### config.mk
export PLATFORM = sky130hd
export DESIGN_NAME = scs8hd_and3b_sweep_ctl
export DESIGN_NICKNAME = d
export VERILOG_FILES = /design/src/rtl/scs8hd_and3b_sweep_ctl.sv
export SDC_FILE = /design/constraint.sdc
export NUM_CORES = 1
export LEC_CHECK = 0
export ABC_AREA = 1
export CAP_MARGIN = 25
export CORE_AREA = 8 8 49 71
export DETAILED_ROUTE_END_ITERATION = 8
export DIE_AREA = 0 0 57 79
export GPL_TIMING_DRIVEN = 0
export PLACE_DENSITY = 0.78
export SLEW_MARGIN = 20
export SYNTH_ARGS = -nofsm -noshare
export SYNTH_HDL_FRONTEND = slang
export SYNTH_SLANG_ARGS = --single-unit
### constraint.sdc
create_clock -name CLK -period 2.3 [get_ports CLK]
set_clock_uncertainty 0.05 [all_clocks]
set_input_delay 0.23 -clock CLK [delete_from_list [all_inputs] [get_ports CLK]]
set_output_delay 0.23 -clock CLK [all_outputs]
set_load 0.01 [all_outputs]
### src/rtl/scs8hd_and3b_sweep_ctl.sv
// Exhaustive 8-vector sweep controller for the and3b cell (X = !AN & B & C).
// Drives AN/B/C, waits a settle time, checks X and records errors.
module scs8hd_and3b_sweep_ctl #(
  parameter int SETTLE_CYCLES = 2,
  parameter int LOOPS         = 1,
  parameter int ERR_W         = 8
) (
  input  logic             CLK,
  input  logic             RESETB,
  input  logic             START,
  input  logic             ABORT,
  input  logic             X_OBS,
  output logic             AN_DRV,
  output logic             B_DRV,
  output logic             C_DRV,
  output logic [2:0]       VEC_IDX,
  output logic             BUSY,
  output logic             DONE,
  output logic             PASS,
  output logic [ERR_W-1:0] ERR_CNT,
  output logic             FAIL_VALID,
  output logic [2:0]       FAIL_VEC
);

  typedef enum logic [2:0] {
    S_IDLE,
    S_APPLY,
    S_SETTLE,
    S_CHECK,
    S_DONE
  } state_e;

  localparam int CW = (SETTLE_CYCLES > 0) ?
                      $clog2(SETTLE_CYCLES + 1) : 1;
  localparam int LW = (LOOPS > 1) ? $clog2(LOOPS) : 1;
  localparam logic [CW-1:0] SETTLE_LD = CW'(SETTLE_CYCLES);
  localparam logic [LW-1:0] LOOP_LAST = LW'(LOOPS - 1);
  localparam bit HAS_SETTLE = (SETTLE_CYCLES > 0);

  state_e           state_q, state_d;
  logic [2:0]       vec_q, vec_d;
  logic [LW-1:0]    loop_q, loop_d;
  logic [CW-1:0]    cnt_q, cnt_d;
  logic [ERR_W-1:0] err_q, err_d;
  logic             fval_q, fval_d;
  logic [2:0]       fvec_q, fvec_d;
  logic             done_q, done_d;
  logic             pass_q, pass_d;
  logic             busy_q, busy_d;

  logic go;
  logic expect_x;
  logic mismatch;
  logic last_vec;
  logic last_loop;

  assign go        = START & ~ABORT;
  assign expect_x  = ~vec_q[2] & vec_q[1] & vec_q[0];
  assign mismatch  = (X_OBS != expect_x);
  assign last_vec  = (vec_q == 3'd7);
  assign last_loop = (loop_q == LOOP_LAST);

  always_ff @(posedge CLK) begin
    if (!RESETB) begin
      state_q <= S_IDLE;
    end else begin
      state_q <= state_d;
    end
  end

  always_comb begin
    state_d = state_q;
    unique case (state_q)
      S_IDLE, S_DONE: begin
        if (go) state_d = S_APPLY;
      end
      S_APPLY: begin
        if (ABORT)           state_d = S_IDLE;
        else if (HAS_SETTLE) state_d = S_SETTLE;
        else                 state_d = S_CHECK;
      end
      S_SETTLE: begin
        if (ABORT)             state_d = S_IDLE;
        else if (cnt_q <= CW'(1)) state_d = S_CHECK;
      end
      S_CHECK: begin
        if (ABORT)                       state_d = S_IDLE;
        else if (last_vec && last_loop)  state_d = S_DONE;
        else                             state_d = S_APPLY;
      end
      default: state_d = S_IDLE;
    endcase
  end

  always_comb begin
    vec_d  = vec_q;
    loop_d = loop_q;
    cnt_d  = cnt_q;
    err_d  = err_q;
    fval_d = fval_q;
    fvec_d = fvec_q;
    done_d = done_q;
    pass_d = pass_q;
    unique case (state_q)
      S_IDLE, S_DONE: begin
        if (go) begin
          vec_d  = '0;
          loop_d = '0;
          err_d  = '0;
          fval_d = 1'b0;
          fvec_d = '0;
          done_d = 1'b0;
          pass_d = 1'b0;
        end
      end
      S_APPLY: begin
        cnt_d = SETTLE_LD;
        if (ABORT) vec_d = '0;
      end
      S_SETTLE: begin
        cnt_d = cnt_q - CW'(1);
        if (ABORT) vec_d = '0;
      end
      S_CHECK: begin
        if (ABORT) begin
          vec_d = '0;
        end else begin
          if (mismatch) begin
            if (err_q != '1) err_d = err_q + ERR_W'(1);
            if (!fval_q) begin
              fval_d = 1'b1;
              fvec_d = vec_q;
            end
          end
          vec_d = vec_q + 3'd1;
          if (last_vec) begin
            if (last_loop) begin
              done_d = 1'b1;
              pass_d = (err_d == '0);
            end else begin
              loop_d = loop_q + LW'(1);
            end
          end
        end
      end
      default: vec_d = '0;
    endcase
    busy_d = (state_d == S_APPLY) ||
             (state_d == S_SETTLE) ||
             (state_d == S_CHECK);
  end

  always_ff @(posedge CLK) begin
    if (!RESETB) begin
      vec_q  <= '0;
      loop_q <= '0;
      cnt_q  <= '0;
      err_q  <= '0;
      fval_q <= 1'b0;
      fvec_q <= '0;
      done_q <= 1'b0;
      pass_q <= 1'b0;
      busy_q <= 1'b0;
    end else begin
      vec_q  <= vec_d;
      loop_q <= loop_d;
      cnt_q  <= cnt_d;
      err_q  <= err_d;
      fval_q <= fval_d;
      fvec_q <= fvec_d;
      done_q <= done_d;
      pass_q <= pass_d;
      busy_q <= busy_d;
    end
  end

  assign AN_DRV     = vec_q[2];
  assign B_DRV      = vec_q[1];
  assign C_DRV      = vec_q[0];
  assign VEC_IDX    = vec_q;
  assign BUSY       = busy_q;
  assign DONE       = done_q;
  assign PASS       = pass_q;
  assign ERR_CNT    = err_q;
  assign FAIL_VALID = fval_q;
  assign FAIL_VEC   = fvec_q;

endmodule

* Yosys cells after proc, flatten, opt, wreduce, memory -nomap -nowiden
Cells that the tools add are included.
** Cells by class
- Add/sub/neg operators :: 4
- Order comparisons :: 1
- Eq/ne operators :: 17
- Muxes and demuxes :: 39
- Bitwise logic cells :: 6
- Reduce and logical (&&, ||, !) cells :: 15
** Operators by type and width (number)
- 2-to-1 mux 8 bit :: 6
- 2-to-1 mux 3 bit :: 11
- case mux 8 bit (2 select lines) :: 1
- equality test 3 x 2 -> 1 bit (second input constant) :: 4
- 2-to-1 mux 1 bit :: 12
- inequality test 2 bit (second input constant) :: 6
- case mux 3 bit (4 select lines) :: 1
- AND reduction 5 bit :: 2
- case mux 3 bit (3 select lines) :: 1
- adder 8 x 1 -> 8 bit (second input constant) :: 1
- zero test 8 bit :: 1
- inequality test 8 bit (second input constant) :: 1
- case mux 1 bit (2 select lines) :: 4
- AND reduction 4 bit :: 2
- equality test 3 x 1 -> 1 bit (second input constant) :: 2
- equality test 3 bit (second input constant) :: 2
- case mux 3 bit (2 select lines) :: 1
- case mux 2 bit (2 select lines) :: 1
- nonzero test 2 bit :: 2
- OR reduction 2 bit :: 2
- adder 3 x 1 -> 3 bit (second input constant) :: 1
- bitwise AND 1 bit :: 3
- zero test 3 bit :: 1
- inverter 1 bit :: 3
- other kinds (10) :: 11
** Storage, ports and cells
- Register bits after elaboration :: 24
- Bits of input ports :: 5
- Output and inout bits :: 21
- Logic and storage cells :: 92

* Logic depth before layout (Yosys ltp)
Gate-level depths: netlist of the first run.
- Depth after elaboration :: 12
- Mapped depth :: 12
- Mapped depth without buffers :: 12

* Worst setup path before layout of the first run
Ideal clock, no wire load.
- Kind :: reg2reg
- Start :: reg err_q[0], in the netlist ERR_CNT[0]
- End :: reg pass_q, in the netlist PASS
- Library setup time :: 67 ps
- Data arrival time :: 1439 ps
- Data required time :: 2183 ps
- Setup slack :: 743 ps
- Stages on the path, launching flop included :: 12
- Path buffers :: 0
- Clock period less this slack :: 1557 ps
- Cells stage by stage :: dfxtp_1 > ha_1 > inv_1 > nor2_2 > nand2_2 > nand3_2 > nand2_1 > nand2_1 > nand3_1 > nor2_1 > nand2_1 > a21oi_2
** Between the ends
- Word-level cells in the longest chain between the ends :: 10
- Elaborated cells between the ends (all ways) :: 11
- Classes of those cells :: 1 x add/sub; 1 x eq/ne; 8 x mux; 1 x reduce/logical
** Ends and longest elaborated chain
- start, declared :: line 44 : logic [ERR_W-1:0] err_q, err_d;
- start signal, assigned :: line 168 : err_q <= err_d;
- adder 8 x 1 -> 8 bit / inequality test 8 bit (equally long branches) :: line 129 : if (err_q != '1) err_d = err_q + ERR_W'(1);
- 2-to-1 mux 8 bit :: line 129
- 2-to-1 mux 8 bit (*) :: line 128 : if (mismatch) begin
- 2-to-1 mux 8 bit (*) :: line 125 : if (ABORT) begin
- 2-to-1 mux 8 bit (*) :: line 104 : unique case (state_q)
- zero test 8 bit (*) :: line 139 : pass_d = (err_d == '0);
- 2-to-1 mux 1 bit (*) :: line 137 : if (last_loop) begin
- 2-to-1 mux 1 bit (*) :: line 136 : if (last_vec) begin
- 2-to-1 mux 1 bit (*) :: line 125
- case mux 1 bit (2 select lines) (*) :: line 104
- end signal, assigned :: line 172 : pass_q <= pass_d;
- end, declared :: line 48 : logic pass_q, pass_d;
Every way passes the cells marked *; elsewhere a longest branch is shown, timed or not. The select of a mux whose other input is x is not followed.
A chain may end at the register's enable or synchronous reset.

* Final worst setup path of the first run
Ends and elaborated chain as after synthesis.

==> results of run 1 <==
metrics by stage:
| step | setup slack (ns) | instances |
|---|---|---|
| finish | 0.421 | 254 |
| detailed placement | 0.328 | 250 |
| global route | 0.278 | 254 |
| CTS | 0.428 | 254 |
| floorplan | 0.743 | 200 |
| global placement | 0.401 | 250 |
cells in the mapped netlist:
cell type	count
nand2_1	59
dfxtp_1	23
inv_1	23
nand3_1	21
nor2_1	20
a21oi_1	19
o21ai_0	6
nor3_1	5
ha_1	4
a21oi_2	3
buf_4	3
clkbuf_1	2
nand2_2	2
nand4_1	2
nor2_2	2
a31oi_1	1
buf_2	1
buf_6	1
nand3_2	1
nand3b_1	1
o21bai_1	1
logic make-up (layout without fill, tap and decap cells):
kind of cell	count (synthesis)	count (layout)
buf+inv	30	59
compound gates	30	30
simple gates	113	113
fa+ha+maj	4	4
flops	23	23
cell type report:
type	count	area (um2)	share of cell area
repair buffers	25	250	0.155
inverters	23	86.3	0.0534
well taps	25	31.3	0.0193
clock inverters	1	5.00	0.00309
plain buffers	7	46.3	0.0286
multi-input cells	147	697	0.431
flip-flops and latches	23	460	0.285
clock buffers	3	41.3	0.0255
placed cells by master, fill, tap and decap left out, types with 2 or more instances in the layout:
| master | n |
|---|---|
| nor2_2 | 2 |
| dfxtp_1 | 23 |
| clkdlybuf4s50_1 | 25 |
| ha_1 | 4 |
| a21oi_1 | 19 |
| nor2_1 | 20 |
| inv_1 | 23 |
| nand4_1 | 2 |
| o21ai_0 | 6 |
| nand3_1 | 21 |
| clkbuf_8 | 3 |
| clkbuf_1 | 2 |
| nand2_1 | 59 |
| a21oi_2 | 3 |
| nand2_2 | 2 |
| buf_4 | 3 |
| nor3_1 | 5 |
worst paths after layout:
kind / end / slack (ns) / cells after the start
max: PASS$_SDFFE_PN0P_ / 0.42 / 11
min: FAIL_VEC[2]$_SDFFE_PN0P_ / 0.41 / 2
max reg2reg: PASS$_SDFFE_PN0P_ / 0.42 / 11
min reg2reg: FAIL_VEC[2]$_SDFFE_PN0P_ / 0.41 / 2
sequential cells by signal, indices dropped and copies added (netlist names):
register / cells
ERR_CNT: 8
FAIL_VEC: 3
VEC_IDX: 3
state_q: 3
cnt_q: 2
BUSY: 1
DONE: 1
FAIL_VALID: 1
PASS: 1
power breakdown:
group / switching [mW] / internal [mW]
clock network: 0.131 / 0.121
logic: 0.0385 / 0.0211
registers: 0.00264 / 0.402
total: 0.172 / 0.544
worst reg2reg max path: stages (launching register included):
cell and delay, ns:
dfxtp_1 0.45, ha_1 0.25, inv_1 0.08, nor2_2 0.15
nand2_2 0.15, nand3_2 0.12, nand2_1 0.07, nand2_1 0.09
nand3_1 0.08, nor2_1 0.12, nand2_1 0.09, a21oi_2 0.12
layer usage:
metal / wire [um] / vias up / global-route usage / share of wire
met4: 138 / 0 / 0.0920 / 0.040
li1: - / 697 / - / -
met2: 1840 / 37 / 0.286 / 0.54
met5: 0 / - / 0 / 0
met3: 178 / 13 / 0.0335 / 0.052
met1: 1260 / 636 / 0.146 / 0.37
==> flow_metrics.py, run 1 <==
metrics = {
    "clocking": {
        "htreeDepth": 1,
        "post-cts-setup-buffers": 0,
        "cts_hold_buf": 0,
        "ctsLongestPathBuffers": 2,
        "numCtsBuffers": 3,
        "clock_sinks": 23,
        "cts_root_buffer": "clkbuf_8",
        "cts_tree": "built",
        "clk_latency_ns": 0.26,
        "cts_resized": 0,
        "clk_pin_slew_worst_paths_ns": 0.08,
    },
    "floorplan": {
        "num_rows": 23,
        "coreArea_um2": 2530,
        "die_w_um": 57,
        "io_pins": 26,
        "dieArea_um2": 4500,
        "fp.dieH_um": 79,
        "start_util": 0.509,
    },
    "worst_setup_path": {
        "path_buf_inv": 1,
        "arrival_ns": 2.03,
        "cp_top_family": "simple AND/OR/NAND/NOR gates",
        "worst_setup_path_start_kind": "flip-flop",
        "crit_path_max_fanout": 8,
        "crit_start": "ERR_CNT[0]$_SDFFE_PN0P_",
        "critPathKind": "reg -> reg",
        "crit_top_cell": "nand2_1",
        "worstSetupEndpointType": "flip-flop",
        "cp.required_ns": 2.45,
        "r2r_start": "ERR_CNT[0]$_SDFFE_PN0P_",
        "crit_slowest_cell": "dfxtp_1",
        "path_cells": "ha_1, inv_1, nor2_2, nand2_2, nand3_2, nand2_1, nand2_1, nand3_1, nor2_1, nand2_1, a21oi_2",
        "slowest_delay_ns": 0.45,
    },
    "min_path": {
        "hp-start": "FAIL_VEC[2]$_SDFFE_PN0P_",
        "holdCritPathClass": "reg -> reg",
    },
    "yosys": {
        "yosysTopAreaCell": "dfxtp_1",
        "synth_top_area_frac": 0.357,
        "synth_area_leaders": "dfxtp_1, nand2_1, nand3_1",
        "synthMuxAreaShare": 0,
        "avgSynthCellArea_um2": 6.45,
        "yosys.area_share.xor_xnor": 0,
        "syn_inst": 200,
        "synth_top_family_by_area": "simple AND/OR/NAND/NOR gates",
        "yosysWarnings": 0,
        "seq_area_frac_synth": 0.357,
        "synth_area_um2": 1290,
        "synth-simple-area-share": 0.373,
        "synth_nets": 209,
        "synth_compound_area_frac": 0.128,
        "yosysUniqueCellTypes": 21,
        "synth-seq-cells": 23,
        "synth_adder_area_share": 0.0388,
    },
    "drt": {
        "vias": 1383,
        "drc": 0,
        "drt_iter0_markers": 36,
        "routed_wl_mm": 3.42,
        "drt_first_pass_iters": 4,
        "viasPerCell": 5.44,
        "ant_nets": 0,
        "wl_per_cell_um": 13.5,
    },
    "placement": {
        "port_buffers": 25,
        "post_dp_cell_area_um2": 1570,
        "hpwl_mm": 2.75,
        "gp_congestion": 0.939,
    },
    "timing": {
        "finalSetupViolCount": 0,
        "hold_violations": 0,
        "tns_ns": 0,
        "drv_slew": 0,
        "whs_ns": 0.415,
        "layout_worst_path_cycle_share": 0.817,
        "worstMarginPinSlew_ns": 0.583,
        "fin_crit_ns": 1.88,
        "rsz0062_at_grt": "no",
        "slew_headroom": 0.610,
        "max_freq_mhz": 532,
    },
    "pwr": {
        "p_total_mw": 0.716,
        "p_per_area_nw_per_um2": 443,
        "power_leakage_nw": 0.673,
        "ir_drop_mv": 0.450,
    },
    "run_status": {
        "status": "complete, no violations",
    },
    "finish": {
        "n_antenna_cell": 0,
        "finalInstanceArea_um2": 1620,
        "final_nets": 239,
        "area_delta_synth_final_pct": 25.4,
        "fill_cells": 248,
        "utilization": 0.639,
        "drive_gt1_frac": 0.0742,
    },
    "global_route": {
        "grt_max_degree": 14,
        "grt_pass1_wl_mm": 5.87,
        "overflow": 0,
        "antenna_found_initial": 0,
        "grt_usage": 0.153,
        "grt_pass1_vias": 1402,
    },
    "job": {
        "maxCapViolCount": 0,
    },
}
Note: power is estimated with default switching activity, not from simulation.
==> inputs of run 2 (changes only) <==
--- a/config.mk
+++ b/config.mk
@@ -7,11 +7,11 @@
 export LEC_CHECK = 0
 export ABC_AREA = 1
 export CAP_MARGIN = 25
-export CORE_AREA = 8 8 49 71
+export CORE_AREA = 8 8 51 74
 export DETAILED_ROUTE_END_ITERATION = 8
-export DIE_AREA = 0 0 57 79
+export DIE_AREA = 0 0 59 82
 export GPL_TIMING_DRIVEN = 0
-export PLACE_DENSITY = 0.78
+export PLACE_DENSITY = 0.72
 export SLEW_MARGIN = 20
 export SYNTH_ARGS = -nofsm -noshare
 export SYNTH_HDL_FRONTEND = slang
==> constraint.sdc (replaced) <==
create_clock -name CLK -period 1.85 [get_ports CLK]
set_clock_uncertainty 0.05 [all_clocks]
set_input_delay 0.185 -clock CLK [delete_from_list [all_inputs] [get_ports CLK]]
set_output_delay 0.185 -clock CLK [all_outputs]
set_load 0.01 [all_outputs]
==> run 2 against run 1 <==
Net effect:
- sequential share of layout area is 0.40 points lower
- die area increased by 7.4%
- global-route usage down 1.1 points
- via count is 1.9% lower
- critical path type is now reg -> out
- critical endpoint is now VEC_IDX[0]
- largest power group unchanged
- highest routed layer unchanged
==> flow_metrics.py, run 2 (synthesis gave the netlist of run 1 again) <==
metrics = {
    "floorplan": {
        "fp.dieH_um": 82,
        "dieArea_um2": 4840,
        "io_pins": 26,
        "start_util": 0.467,
        "coreArea_um2": 2760,
        "die_w_um": 59,
        "num_rows": 24,
    },
    "placement": {
        "gp_congestion": 0.872,
        "hpwl_mm": 2.54,
        "port_buffers": 25,
    },
    "timing": {
        "fin_crit_ns": 1.71,
        "finalSetupViolCount": 0,
        "max_freq_mhz": 586,
        "layout_worst_path_cycle_share": 0.923,
        "rsz0062_at_grt": "no",
        "whs_ns": 0.405,
        "slew_headroom": 0.616,
        "hold_violations": 0,
        "worstMarginPinSlew_ns": 0.573,
        "tns_ns": 0,
        "drv_slew": 0,
    },
    "worst_setup_path": {
        "cp_top_family": "buffers and inverters",
        "cp.required_ns": 1.62,
        "crit_path_max_fanout": 9,
        "worst_setup_path_start_kind": "flip-flop",
        "path_buf_inv": 2,
        "crit_slowest_cell": "dfxtp_1",
        "rrSetupSlack_ns": 0.15,
        "slowest_delay_ns": 0.52,
        "critPathKind": "reg -> out",
        "arrival_ns": 1.47,
        "path_cells": "buf_4, clkdlybuf4s50_1",
        "worstSetupEndpointType": "primary output",
    },
    "min_path": {
        "holdCritPathClass": "reg -> reg",
    },
    "clocking": {
        "post-cts-setup-buffers": 0,
        "clk_latency_ns": 0.26,
        "htreeDepth": 1,
        "ctsLongestPathBuffers": 2,
        "clk_pin_slew_worst_paths_ns": 0.08,
        "numCtsBuffers": 3,
        "clock_sinks": 23,
        "cts_tree": "built",
        "cts_root_buffer": "clkbuf_8",
    },
    "job": {
        "maxCapViolCount": 0,
    },
    "finish": {
        "fill_cells": 293,
        "drive_gt1_frac": 0.0917,
        "multi_input_area_um2": 712,
        "area_delta_synth_final_pct": 28.2,
        "utilization": 0.599,
        "final_cell_mix": "nand2_1, clkdlybuf4s50_1, inv_1",
        "register_area_um2": 464,
        "layout_commonest_cell": "nand2_1",
        "n_antenna_cell": 0,
        "largest_register_ffs": 8,
        "final_nets": 239,
    },
    "drt": {
        "ant_nets": 0,
        "drt_first_pass_iters": 4,
        "drc": 0,
        "viasPerCell": 5.06,
        "vias": 1357,
        "routed_wl_mm": 3.23,
        "wl_per_cell_um": 12.0,
        "drt_iter0_markers": 39,
    },
    "global_route": {
        "grt_max_degree": 14,
        "grt_pass1_wl_mm": 5.46,
        "grt_pass1_vias": 1273,
        "antenna_found_initial": 0,
        "overflow": 0,
        "grt_usage": 0.142,
    },
    "pwr": {
        "power_leakage_nw": 0.694,
        "p_per_area_nw_per_um2": 536,
        "p_total_mw": 0.886,
        "ir_drop_mv": 0.445,
    },
    "run_status": {
        "status": "complete, no violations",
    },
}
## run 2: cell count changes in the layout (fill, tap and decap cells not counted)
cell / previous run / this run
dfxtp_1: 23 / 20
dfxtp_2: 0 / 3
nand2_2: 2 / 1
nand2_4: 0 / 1
nor2_2: 2 / 1
nor2_4: 0 / 1
nor3_1: 5 / 4
nor3_2: 0 / 1
## run 2: power by group
group | internal [mW] | total, mW | switching, mW
Clock | 0.150 | 0.308 | 0.158
Combinational | 0.0265 | 0.0747 | 0.0481
Sequential | 0.500 | 0.503 | 0.00337
## run 2: per-layer routing
metal	vias to the layer above	track usage	routed length [um]	share of wire
met5	-	0	0	0
met1	618	0.137	1210	0.37
li1	698	-	-	-
met2	33	0.279	1760	0.54
met3	8	0.0298	157	0.049
met4	0	0.0577	104	0.032
## run 2: layout make-up
class	instances	share of cell area
Timing Repair Buffer	25	0.151
Clock buffer	3	0.0250
Multi-Input combinational cell	147	0.430
Buffer	7	0.0280
Clock inverter	1	0.00303
Tap cell	39	0.0295
Inverter	23	0.0522
Sequential cell	23	0.281
## run 2: per-stage QoR
stage	instance area (um2)	instances	setup slack, ns
floorplan	1290	200	0.293
global placement	1590	264	-0.0597
detailed placement	1590	264	-0.0908
CTS	1640	268	0.0312
global route	1650	268	0.000818
finish	1650	268	0.142
## run 2: final timing paths
kind	from	endpoint	cells past startpoint
hold / removal	cnt_q[0]$_SDFFE_PN0N_	cnt_q[0]$_SDFFE_PN0N_	1
setup / recovery	VEC_IDX[0]$_SDFFE_PN0P_	VEC_IDX[0]	2
setup reg to reg	ERR_CNT[0]$_SDFFE_PN0P_	PASS$_SDFFE_PN0P_	11
hold reg to reg	cnt_q[0]$_SDFFE_PN0N_	cnt_q[0]$_SDFFE_PN0N_	1
## run 2: what timing repair did
| item | CTS | global route |
|---|---|---|
| endpoints found under the hold margin | 0 | 0 |
| setup endpoints to repair | 0 | 5 |
| hold buffers | 0 | 0 |
| resized for setup | 0 | 6 |
==> inputs of run 3 (changes only) <==
--- a/config.mk
+++ b/config.mk
@@ -7,11 +7,11 @@
 export LEC_CHECK = 0
 export ABC_AREA = 1
 export CAP_MARGIN = 25
-export CORE_AREA = 8 8 51 74
+export CORE_AREA = 8 8 56 81
 export DETAILED_ROUTE_END_ITERATION = 8
-export DIE_AREA = 0 0 59 82
+export DIE_AREA = 0 0 64 89
 export GPL_TIMING_DRIVEN = 0
-export PLACE_DENSITY = 0.72
+export PLACE_DENSITY = 0.6
 export SLEW_MARGIN = 20
 export SYNTH_ARGS = -nofsm -noshare
 export SYNTH_HDL_FRONTEND = slang
==> run 3 against run 2 <==
Net effect:
- sequential power about the same
- critical path type is now reg -> reg
- highest routed layer unchanged
- count of clock-buffer cells in the layout did not move
- final cell count is 1.1% higher
- sequential cell count did not move
- worst hold slack better by 0.0057 ns
- core utilization down 10 points
- sequential share of layout area rose by 0.15 points
==> flow_metrics.py, run 3 (synthesis gave the netlist of run 1 again) <==
metrics = {
    "clocking": {
        "post-cts-setup-buffers": 0,
        "numCtsBuffers": 3,
        "htreeDepth": 1,
        "cts_hold_buf": 0,
        "cts_resized": 0,
        "clk_latency_ns": 0.26,
        "cts_root_buffer": "clkbuf_8",
        "clock_sinks": 23,
        "ctsLongestPathBuffers": 2,
        "clk_pin_slew_worst_paths_ns": 0.08,
        "cts_tree": "built",
    },
    "min_path": {
        "whs_path_depth": 1,
        "holdCritPathClass": "reg -> reg",
    },
    "placement": {
        "gp_congestion": 0.821,
        "port_buffers": 25,
        "hpwl_mm": 2.67,
        "post_dp_cell_area_um2": 1590,
    },
    "timing": {
        "drv_slew": 0,
        "rsz0062_at_grt": "no",
        "max_freq_mhz": 593,
        "slew_headroom": 0.624,
        "tns_ns": 0,
        "worstMarginPinSlew_ns": 0.563,
        "fin_crit_ns": 1.69,
        "whs_ns": 0.410,
        "finalSetupViolCount": 0,
        "layout_worst_path_cycle_share": 0.912,
        "hold_violations": 0,
    },
    "floorplan": {
        "dieArea_um2": 5700,
        "start_util": 0.385,
        "num_rows": 26,
        "die_w_um": 64,
        "io_pins": 26,
        "coreArea_um2": 3350,
        "fp.dieH_um": 89,
    },
    "drt": {
        "wl_per_cell_um": 12.3,
        "viasPerCell": 4.96,
        "routed_wl_mm": 3.34,
        "vias": 1344,
        "drt_iter0_markers": 67,
        "ant_nets": 0,
        "drc": 0,
        "drt_first_pass_iters": 4,
    },
    "worst_setup_path": {
        "worstSetupEndpointType": "flip-flop",
        "reg2regPathDepth": 11,
        "arrival_ns": 1.84,
        "crit_path_max_fanout": 8,
        "cp.required_ns": 2.00,
        "critPathKind": "reg -> reg",
        "worst_setup_path_start_kind": "flip-flop",
        "rrSetupSlack_ns": 0.16,
    },
    "pwr": {
        "p_per_area_nw_per_um2": 532,
        "power_leakage_nw": 0.689,
        "ir_drop_mv": 0.416,
        "p_total_mw": 0.885,
    },
    "global_route": {
        "grt_pass1_wl_mm": 5.65,
        "grt_pass1_vias": 1304,
        "grt_usage": 0.122,
        "antenna_found_initial": 0,
        "grt_max_degree": 14,
        "overflow": 0,
    },
    "finish": {
        "layout_commonest_cell": "nand2_1",
        "area_delta_synth_final_pct": 28.9,
        "multi_input_area_um2": 712,
        "final_cell_mix": "nand2_1, clkdlybuf4s50_1, inv_1",
        "fill_cells": 356,
        "finalInstanceArea_um2": 1660,
        "n_antenna_cell": 0,
        "drive_gt1_frac": 0.105,
        "final_nets": 239,
        "register_area_um2": 469,
        "largest_register_ffs": 8,
    },
    "job": {
        "maxCapViolCount": 0,
    },
    "run_status": {
        "status": "complete, no violations",
    },
}
[run 3: cell counts in the layout (fill, tap and decap cells not counted)]
No cell type changed its count.
[run 3: path summary, 6_finish.rpt]
path                                start               endpoint
hold / removal      cnt_q[0]$_SDFFE_PN0N_  cnt_q[0]$_SDFFE_PN0N_
setup reg to reg  ERR_CNT[1]$_SDFFE_PN0P_      PASS$_SDFFE_PN0P_
hold reg to reg     cnt_q[0]$_SDFFE_PN0N_  cnt_q[0]$_SDFFE_PN0N_
setup / recovery  ERR_CNT[1]$_SDFFE_PN0P_      PASS$_SDFFE_PN0P_
[run 3: routing by layer]
layer	global-route usage	share of wire	vias to the layer above
li1	-	-	702
met1	0.116	0.41	611
met2	0.236	0.53	24
met3	0.0289	0.049	7
met4	0.0591	0.017	0
met5	0	0	-
[run 3: cell type report]
type	instances	share of cell area
clock buffers	3	0.0248
multi-input cells	147	0.428
inverters	23	0.0519
flip-flops and latches	23	0.282
clock inverters	1	0.00301
well taps	42	0.0316
plain buffers	7	0.0278
repair buffers	25	0.150
[run 3: critical path, cell delays in order, from the launching register on]
cell     delay, ns
dfxtp_2       0.39
ha_2          0.21
inv_1         0.08
nor2_4        0.14
nand2_4       0.10
nand3_2       0.10
nand2_1       0.07
nand2_1       0.07
nand3_1       0.08
nor2_1        0.13
nand2_1       0.08
a21oi_2       0.11
[run 3: per-stage QoR]
stage / setup WS, ns / cells / utilization
after floorplan: 0.293 / 200 / -
after global placement: -0.0594 / 267 / 0.475
after detailed placement: -0.0597 / 267 / 0.475
after CTS: 0.00840 / 271 / 0.489
after global routing: 0.0174 / 271 / 0.496
final: 0.163 / 271 / 0.496
[run 3: power by group]
part / internal, mW / switching, mW / leakage (nW)
Combinational: 0.0263 / 0.0475 / 0.475
Clock: 0.150 / 0.159 / 0.0255
Sequential: 0.498 / 0.00308 / 0.189
Total: 0.675 / 0.210 / 0.689
